File: src/rtl/pipe_mux.sv
// pipe_mux: N-way data select into a two-entry skid-buffered valid/ready pipeline stage.
// Define PIPE_MUX_ERR_CNT_EN to build the saturating out-of-range beat counter on err_cnt.
module pipe_mux #(
  parameter int WIDTH  = 32,
  parameter int NUM_IN = 4,
  parameter int SEL_W  = 2
) (
  input  logic                    clk,
  input  logic                    rst_n,
  input  logic                    in_valid,
  output logic                    in_ready,
  input  logic [SEL_W-1:0]        sel,
  input  logic [NUM_IN*WIDTH-1:0] in_data,
  output logic                    out_valid,
  input  logic                    out_ready,
  output logic [WIDTH-1:0]        out_data,
  output logic                    out_err,
  output logic [7:0]              err_cnt,
  input  logic                    err_clr
);
  logic             r_main_v, r_main_e, r_skid_v, r_skid_e;
  logic [WIDTH-1:0] r_main_d, r_skid_d;
  logic [WIDTH-1:0] w_data;
  logic             w_err, w_acc, w_drain;
  // Out-of-range selects never match a k, leaving zero data and the error flag set
  always_comb begin
    w_data = '0;
    w_err  = 1'b1;
    for (int k = 0; k < NUM_IN; k++) begin
      if (sel == SEL_W'(k)) begin
        w_data = in_data[k*WIDTH +: WIDTH];
        w_err  = 1'b0;
      end
    end
  end
  assign in_ready  = ~r_skid_v;
  assign w_acc     = in_valid & ~r_skid_v;
  assign w_drain   = r_main_v & out_ready;
  assign out_valid = r_main_v;
  assign out_data  = r_main_d;
  assign out_err   = r_main_e;
  always_ff @(posedge clk or negedge rst_n) begin
    if (!rst_n) begin
      r_main_v <= 1'b0;
      r_main_d <= '0;
      r_main_e <= 1'b0;
      r_skid_v <= 1'b0;
      r_skid_d <= '0;
      r_skid_e <= 1'b0;
    end else if (w_drain || !r_main_v) begin
      if (r_skid_v) begin
        r_main_v <= 1'b1;
        r_main_d <= r_skid_d;
        r_main_e <= r_skid_e;
        r_skid_v <= 1'b0;
      end else begin
        r_main_v <= w_acc;
        if (w_acc) begin
          r_main_d <= w_data;
          r_main_e <= w_err;
        end
      end
    end else if (w_acc) begin
      r_skid_v <= 1'b1;
      r_skid_d <= w_data;
      r_skid_e <= w_err;
    end
  end
`ifdef PIPE_MUX_ERR_CNT_EN
  logic [7:0] r_err_cnt;
  always_ff @(posedge clk or negedge rst_n) begin
    if (!rst_n) r_err_cnt <= '0;
    else if (err_clr) r_err_cnt <= '0;
    else if (w_acc && w_err && r_err_cnt != 8'hFF) r_err_cnt <= r_err_cnt + 8'd1;
  end
  assign err_cnt = r_err_cnt;
`else
  logic w_unused_clr;
  assign w_unused_clr = err_clr;
  assign err_cnt      = '0;
`endif
endmodule

File: config.mk
export PLATFORM = sky130hd
export DESIGN_NAME = pipe_mux
export DESIGN_NICKNAME = d
export VERILOG_FILES = /design/src/rtl/pipe_mux.sv
export SDC_FILE = /design/constraint.sdc
export NUM_CORES = 1
export LEC_CHECK = 0
export ABC_AREA = 1
export CAP_MARGIN = 20
export CORE_MARGIN = 2
export CORE_UTILIZATION = 40
export DETAILED_ROUTE_END_ITERATION = 16
export HOLD_SLACK_MARGIN = 0.1
export PLACE_DENSITY = 0.75
export SETUP_SLACK_MARGIN = 0.05
export SYNTH_ARGS = -nofsm -noshare
export SYNTH_HDL_FRONTEND = slang
export SYNTH_SLANG_ARGS = --single-unit
File: constraint.sdc
create_clock -name clk -period 4.1 [get_ports clk]
set_input_delay 0.82 -clock clk [delete_from_list [all_inputs] [get_ports clk]]
set_output_delay 0.82 -clock clk [all_outputs]
set_load 0.005 [all_outputs]
==> results.yml, run 1 <==
route:
  drt_drc_violations_left: 0
  via_count: 4228
  postRouteAntennaNets: 0
  wl_per_cell_um: 13.8
  post_drt_via_cell_ratio: 4.88
  drtIter0Drc: 120
  dr.pass1.iters: 5
  wl_um: 12000
grt:
  grt_util_met3_pct: 5.51
  grt_first_pass_wirelength_um: 18300
  grt_pass1_vias: 4038
  grt.busiest_layer: "met2"
  grt-ovfl-total: 0
  grt.total_usage_pct: 22.0
  antenna_found_initial: 0
  use_met1_pct: 25.7
  grt_max_degree: 47
  grtUsageMet2_pct: 38.9
sta:
  max_freq_mhz: 325
  rsz0062_at_grt: "no"
  drv_slew: 0
  hold_violations: 0
  tns_ps: 0
  fin_skew_ps: 8.60
  worstMarginPinSlew_ps: 921
  fin_crit_ps: 3080
  finalCritPeriodShare_pct: 75.1
  setup_viol: 0
  slew_headroom_pct: 38.5
clock_tree:
  cts.repair.resized: 0
  clk-insertion-delay-late_ps: 330
  cts_inserted_buffers: 9
  path_clk_slew_ps: 80
  cts_max_level: 3
  cts_sinks: 68
  cts.path.max_buffers: 2
  cts_setup_buffers: 0
  cts_tree: "yes"
  root_buffer: "clkbuf_8"
  hold_buffers: 0
power:
  cellPowerDensity_nw_per_um2: 355
  vdd_drop_max_v: 0.000153
  p_leak_nw: 2.75
synth:
  synthesis.area_um2: 3940
  yosys_warnings: 0
  yosysMostFrequentCell: "nand2_1"
  yosysUniqueCellTypes: 18
  syn_avg_cell_area_um2: 6.78
  ys_seq_area_share_pct: 43.2
  synth_ff_type: "dfrtp_1"
  synth_top_cells_by_count: "226 x nand2_1, 68 x dfrtp_1, 66 x nor2_1"
  syn-instance-count: 581
  synth_top_area_share_pct: 43.2
  ys_top_cells_by_area: "dfrtp_1 43%, nand2_1 22%, nand3_1 8.3%, nor2_1 6.3%, o21ai_1 5.1%"
  ys_seq_elements: 68
  synth-edff-count: 0
  yosysTopAreaCell: "dfrtp_1"
  async_flop_share_pct: 100
critical_path:
  crit_path_end_kind: "primary output"
  crit_path_max_fanout: 37
  worstSetupPathType: "flip-flop to primary output"
  arrival_ps: 2260
  worst-endpoint-required_ps: 3280
  worst_setup_path_start_kind: "flip-flop"
final_layout:
  utilization_pct: 60.4
  drive_gt1_share_pct: 4.77
  syn_to_final_growth_pct: 48.6
  layout.nets: 863
  fillers: 888
  antenna_cells: 0
floorplan:
  coreArea_um2: 9680
  std_cell_rows: 36
  die_width_um: 103
  ios: 178
  die_height_um: 103
  initial_utilization_pct: 40.7
  die_area_um2: 10700
placement:
  port_buffers: 168
  gp_congestion: 0.731
  hpwl_um: 8450
run_status:
  status: "complete, no violations"
hold_path:
  hold_class: "flip-flop to flip-flop"
run:
  drv_cap: 0
==> metal layers <==
layer / vias to the layer above / wire [um]
li1: 2120 / -
met4: 0 / 191
met2: 126 / 5970
met1: 1964 / 4990
met5: - / 0
met3: 18 / 829
==> sequential cells by signal, indices dropped and copies added, names as in the netlist <==
register	cells
r_skid_e	1
r_skid_d	32
out_data	32
out_err	1
r_skid_v	1
out_valid	1
==> stage by stage <==
step	hold slack [ps]	power, W	cell area [um^2]	setup WS [ps]	std cells
4_1_cts	486	0.00210	5850	995	866
3_5_place_dp	465	0.00154	5650	1050	850
2_1_floorplan	459	0.00118	3960	2340	588
3_3_place_gp	462	0.00151	5650	1140	850
5_1_grt	503	0.00222	5850	881	866
6_report	483	0.00208	5850	1020	866
==> cells in the final DEF (no fill, tap or decap) <==
cell type and n:
o21ai_1 39, clkdlybuf4s50_1 166, clkinvlp_4 2, clkbuf_8 10, inv_2 4, dfrtp_1 68, nand2_1 226, o21ai_0 25
buf_2 2, nor2_2 2, nand2_2 1, conb_1 8, clkinv_4 1, nand3_2 1, a31oi_1 1, nor2_1 66
bufinv_16 1, or2_1 10, o21ai_4 1, clkinv_2 2, buf_4 8, o31ai_1 1, or2_0 22, inv_1 2
nand3_1 64
==> worst paths after layout <==
path | startpoint | to | slack, ps | cells after the start
setup / recovery | r_skid_v | in_ready | 1020 | 3
hold / removal | out_data[2] | out_data[2] | 480 | 2
setup reg to reg | r_skid_v | r_skid_d[27] | 1650 | 5
hold reg to reg | out_data[2] | out_data[2] | 480 | 2
max in group asynchronous | rst_n | r_skid_d[18] | 2590 | 2
min in group asynchronous | rst_n | out_data[4] | 540 | 1
==> worst max-delay path: stages, from the launching register on <==
cell and delay [ps]:
dfrtp_1 430, inv_2 420, buf_4 460, clkdlybuf4s50_1 580
==> layout make-up <==
| class | count | area (um^2) | share of cell area [%] |
|---|---|---|---|
| clock buffers | 10 | 138 | 2.35 |
| flip-flops and latches | 68 | 1700 | 29.1 |
| repair buffers | 176 | 1730 | 29.6 |
| clock inverters | 6 | 63.8 | 1.09 |
| inverters | 6 | 22.5 | 0.385 |
| well taps | 133 | 166 | 2.84 |
| multi-input cells | 467 | 2030 | 34.6 |
==> report_power, final <==
group / switching [W] / internal (W) / total (W)
Sequential: 0.0000786 / 0.000811 / 0.000890
Clock: 0.000256 / 0.000296 / 0.000552
Combinational: 0.000288 / 0.000345 / 0.000633
Total: 0.000622 / 0.00145 / 0.00208
==> kinds of logic after synthesis <==
logic type | count (synthesis) | synth area share, %
AO/OA/AOI/OAI | 67 | 8.61
flip-flops | 68 | 43.2
other | 1 | 0.0952
buffers and inverters | 53 | 6.42
AND/OR/NAND/NOR | 392 | 41.7
Power figures use the tool's default switching activity.
==> run 2, diff against run 1 <==
--- a/config.mk
+++ b/config.mk
@@ -8,10 +8,10 @@
 export ABC_AREA = 1
 export CAP_MARGIN = 20
 export CORE_MARGIN = 2
-export CORE_UTILIZATION = 40
+export CORE_UTILIZATION = 38
 export DETAILED_ROUTE_END_ITERATION = 16
 export HOLD_SLACK_MARGIN = 0.1
-export PLACE_DENSITY = 0.75
+export PLACE_DENSITY = 0.74
 export SETUP_SLACK_MARGIN = 0.05
 export SYNTH_ARGS = -nofsm -noshare
 export SYNTH_HDL_FRONTEND = slang
==> constraint.sdc (replaced) <==
create_clock -name clk -period 2.8 [get_ports clk]
set_input_delay 0.56 -clock clk [delete_from_list [all_inputs] [get_ports clk]]
set_output_delay 0.56 -clock clk [all_outputs]
set_load 0.005 [all_outputs]
==> run 2 against run 1 <==
Sequential share of layout area fell by 0.11 points. Die area is 5.1% higher. First-iteration DRC count grew 140%. Largest power group unchanged. Critical path type is now input pin to flip-flop.
==> results.yml, run 2 (synthesis gave the netlist of run 1 again) <==
power:
  cellPowerDensity_nw_per_um2: 517
  p_leak_nw: 2.76
  vdd_drop_max_v: 0.000221
route:
  drtIter0Drc: 292
  wl_per_cell_um: 14.3
  dr.pass1.iters: 4
  drt_drc_violations_left: 0
  via_count: 4275
  postRouteAntennaNets: 0
  wl_um: 12400
  post_drt_via_cell_ratio: 4.92
sta:
  tns_ps: 0
  setup_viol: 0
  setup_ws_ps: 671
  slew_headroom_pct: 36.4
  fin_skew_ps: 11.0
  fin_crit_ps: 2130
  hold_violations: 0
  finalCritPeriodShare_pct: 76.0
  worstMarginPinSlew_ps: 953
  rsz0062_at_grt: "no"
  max_freq_mhz: 470
  drv_slew: 0
clock_tree:
  clk-insertion-delay-late_ps: 340
  root_buffer: "clkbuf_8"
  path_clk_slew_ps: 70
  cts_tree: "yes"
  cts_inserted_buffers: 9
  cts_max_level: 3
  cts_setup_buffers: 0
  cts.repair.resized: 0
  cts.path.max_buffers: 2
  cts_sinks: 68
  hold_buffers: 0
final_layout:
  final_cell_mix: "226 x nand2_1, 165 x clkdlybuf4s50_1, 68 x dfrtp_1"
  layout_commonest_cell: "nand2_1"
  fillers: 966
  layout.nets: 862
  drive_gt1_share_pct: 4.64
  syn_to_final_growth_pct: 49.1
floorplan:
  coreArea_um2: 10200
  die_height_um: 106
  die_area_um2: 11200
  ios: 178
  std_cell_rows: 37
  die_width_um: 106
  initial_utilization_pct: 38.7
critical_path:
  max_stage_delay_ps: 520
  cp_num_buf_inv: 2
  worst-endpoint-required_ps: 3020
  cp_num_cells: 8
  crit_path_max_fanout: 57
  crit_path_end_kind: "flip-flop"
  r2r-start: "r_skid_v"
  worstReg2RegEnd: "r_skid_d[10]"
  worstSetupPathType: "input pin to flip-flop"
  rrSetupSlack_ps: 1000
  rr_worst_depth: 6
  path_common_cell: "nand2_1"
  critical_path.top_delay_family: "simple AND/OR/NAND/NOR gates"
  path_cells: "buf_2 > buf_4 > nand2_2 > or2_1 > nand2_1 > nand2_1 > nand2_1 > nand2_1"
  arrival_ps: 2350
  worst_setup_path_start_kind: "input pin"
  cp_slowest_cell: "nand2_2"
placement:
  gp_congestion: 0.778
  hpwl_um: 8670
  dp_slack_ps: 335
  port_buffers: 168
hold_path:
  hold_class: "input pin to asynchronous set/reset pin"
grt:
  grt_first_pass_wirelength_um: 20100
  grt_pass1_vias: 4194
  grt_max_degree: 68
  grt-ovfl-total: 0
  antenna_found_initial: 1
  grt.total_usage_pct: 22.4
run_status:
  status: "complete, no violations"
run:
  drv_cap: 0
## run 2: power by group
part,internal [W],total (W),switching [W]
clock network,0.000412,0.000792,0.000381
registers,0.00119,0.00130,0.000116
logic,0.000512,0.000939,0.000427
## run 2: how the worst max path moves through the flow
stage	from	to	slack (ps)
finish	sel[0]	out_data[1]	670
global route	sel[0]	out_data[28]	550
CTS	sel[0]	out_data[1]	700
detailed placement	sel[0]	out_data[1]	330
global placement	sel[0]	out_data[6]	380
floorplan	r_skid_v	in_ready	1300
## run 2: worst reg2reg max path: stages (launching register included)
cell and delay, ps:
dfrtp_1 430, inv_2 70, buf_4 560, nand3_2 190, buf_12 240, nand2_1 130
o21ai_1 60
## run 2: routing by layer
metal / up-vias / global-route usage, % / part of all wire, %
met5: - / 0 / 0
met4: 0 / 7.42 / 2.1
met3: 20 / 6.99 / 8.9
met2: 166 / 38.0 / 48
met1: 1967 / 27.2 / 41
li1: 2122 / - / -
## run 2: final cells by class
type / count / area (um^2) / share of cell area, %
repair buffers: 175 / 1760 / 29.9
inverters: 6 / 22.5 / 0.384
clock buffers: 10 / 128 / 2.17
diodes: 1 / 2.50 / 0.0426
well taps: 136 / 170 / 2.90
flip-flops and latches: 68 / 1700 / 29.0
clock inverters: 6 / 65.1 / 1.11
multi-input cells: 467 / 2030 / 34.5
## run 2: metrics by stage
| stage | instance area (um^2) | utilization, % | power [W] | hold slack, ps | instances |
|---|---|---|---|---|---|
| after floorplan | 3960 | - | 0.00173 | 264 | 588 |
| after global placement | 5680 | 55.7 | 0.00223 | 463 | 852 |
| after detailed placement | 5680 | 55.7 | 0.00226 | 466 | 852 |
| after CTS | 5870 | 57.6 | 0.00306 | 351 | 868 |
| after global routing | 5870 | 57.6 | 0.00324 | 384 | 868 |
| final | 5870 | 57.7 | 0.00304 | 336 | 869 |
==> run 3, diff against run 2 <==
==> constraint.sdc (replaced) <==
create_clock -name clk -period 1.7 [get_ports clk]
set_input_delay 0.34 -clock clk [delete_from_list [all_inputs] [get_ports clk]]
set_output_delay 0.34 -clock clk [all_outputs]
set_load 0.005 [all_outputs]
==> run 3 against run 2 <==
Combinational power increased by 69%. Critical path depth decreased by 7. Power increased by 62%. Die area unchanged. Global-route usage increased by 0.21 points. Critical endpoint is now out_data[15]. Largest power group unchanged.
==> results.yml, run 3 (synthesis gave the netlist of run 1 again) <==
floorplan:
  die_height_um: 106
  die_area_um2: 11200
  die_width_um: 106
  ios: 178
  initial_utilization_pct: 38.7
  std_cell_rows: 37
  coreArea_um2: 10200
final_layout:
  layout.nets: 874
  final_cell_mix: "226 x nand2_1, 164 x clkdlybuf4s50_1, 68 x dfrtp_1"
  layout_commonest_cell: "nand2_1"
  drive_gt1_share_pct: 5.79
  stdcell_count: 879
  syn_to_final_growth_pct: 51.7
  antenna_cells: 0
critical_path:
  crit_path_max_fanout: 2
  max_stage_delay_ps: 550
  cp_slowest_cell: "clkdlybuf4s50_1"
  rr_worst_depth: 6
  cp-endpoint: "out_data[15]"
  worst_setup_path_start_kind: "flip-flop"
  crit_path_end_kind: "primary output"
  cp_num_buf_inv: 1
  critical_path.top_delay_family: "buffers and inverters"
  r2r-start: "r_skid_v"
  path_cells: "clkdlybuf4s50_1"
  worstReg2RegEnd: "r_skid_d[18]"
  crit_path_start: "out_data[15]"
  rrSetupSlack_ps: 230
  worstSetupPathType: "flip-flop to primary output"
  worst-endpoint-required_ps: 1360
  arrival_ps: 1240
  cp_num_cells: 1
sta:
  rsz0062_at_grt: "no"
  setup_ws_ps: 123
  setup_viol: 0
  drv_slew: 0
  hold_violations: 0
  tns_ps: 0
  finalCritPeriodShare_pct: 92.8
  max_freq_mhz: 634
  fin_crit_ps: 1580
  fin_skew_ps: 11.5
route:
  wl_per_cell_um: 14.2
  wl_um: 12500
  dr.pass1.iters: 4
  post_drt_via_cell_ratio: 4.91
  drt_drc_violations_left: 0
  via_count: 4313
  postRouteAntennaNets: 0
  drtIter0Drc: 194
hold_path:
  hold_class: "flip-flop to flip-flop"
grt:
  antenna_found_initial: 0
  grt_max_degree: 69
  grt_first_pass_wirelength_um: 20400
  grt_pass1_vias: 4345
  grt.total_usage_pct: 22.7
  grt-ovfl-total: 0
placement:
  placedCellCount: 862
  gp_congestion: 0.837
  port_buffers: 168
  dp_slack_ps: -7.53
  hpwl_um: 9120
clock_tree:
  clk-insertion-delay-late_ps: 330
  cts_max_level: 3
  path_clk_slew_ps: 70
  cts_inserted_buffers: 9
  cts_sinks: 68
  cts.path.max_buffers: 2
  cts_tree: "yes"
  root_buffer: "clkbuf_8"
power:
  p_leak_nw: 2.83
  power.total_w: 0.00492
  vdd_drop_max_v: 0.000412
  cellPowerDensity_nw_per_um2: 823
run:
  drv_cap: 0
run_status:
  status: "complete, no violations"
-- run 3: how the worst min path moves through the flow --
stage	cells after the start	startpoint	slack, ps	end
CTS	2	out_data[27]	480	out_data[27]
floorplan	0	rst_n	40	out_data[0]
detailed placement	2	rst_n	400	r_skid_d[25]
global route	2	out_err	510	out_err
global placement	2	rst_n	400	r_skid_d[25]
finish	2	out_data[2]	480	out_data[2]
-- run 3: area by class of cell --
type,instances,area (um^2)
Clock buffer,13,159
Clock inverter,2,10.0
Fill cell,969,4210
Inverter,6,22.5
Multi-Input combinational cell,467,2030
Sequential cell,68,1700
Tap cell,136,170
Timing Repair Buffer,187,1890
-- run 3: metrics by stage --
stage | hold slack (ps) | utilization (%) | cell area, um^2
final | 482 | 58.7 | 5970
after CTS | 484 | 58.7 | 5970
after global routing | 506 | 58.7 | 5970
after floorplan | 44.4 | - | 3960
after global placement | 395 | 56.8 | 5790
after detailed placement | 395 | 56.8 | 5790
-- run 3: per-layer routing --
metal  wire (um)  vias to the layer above  GRT usage [%]
met4         171                        0           5.83
met1        5300                     2001           27.4
met2        6120                      154           39.7
met5           0                        -              0
met3         901                       16           6.25
li1            -                     2142              -
-- run 3: repair_timing --
action	4_1_cts	5_1_grt
hold buffers	1	0
hold endpoints to repair	68	0
resized for setup	1	0
setup buffers	1	0
endpoints found under the setup margin	1	0
-- run 3: report_power, final --
group | total (W) | leakage [nW] | internal, W | switching (W)
Combinational | 0.00159 | 1.89 | 0.000878 | 0.000712
Clock | 0.00118 | 0.0893 | 0.000599 | 0.000582
Sequential | 0.00215 | 0.847 | 0.00196 | 0.000188
Total | 0.00492 | 2.83 | 0.00343 | 0.00148
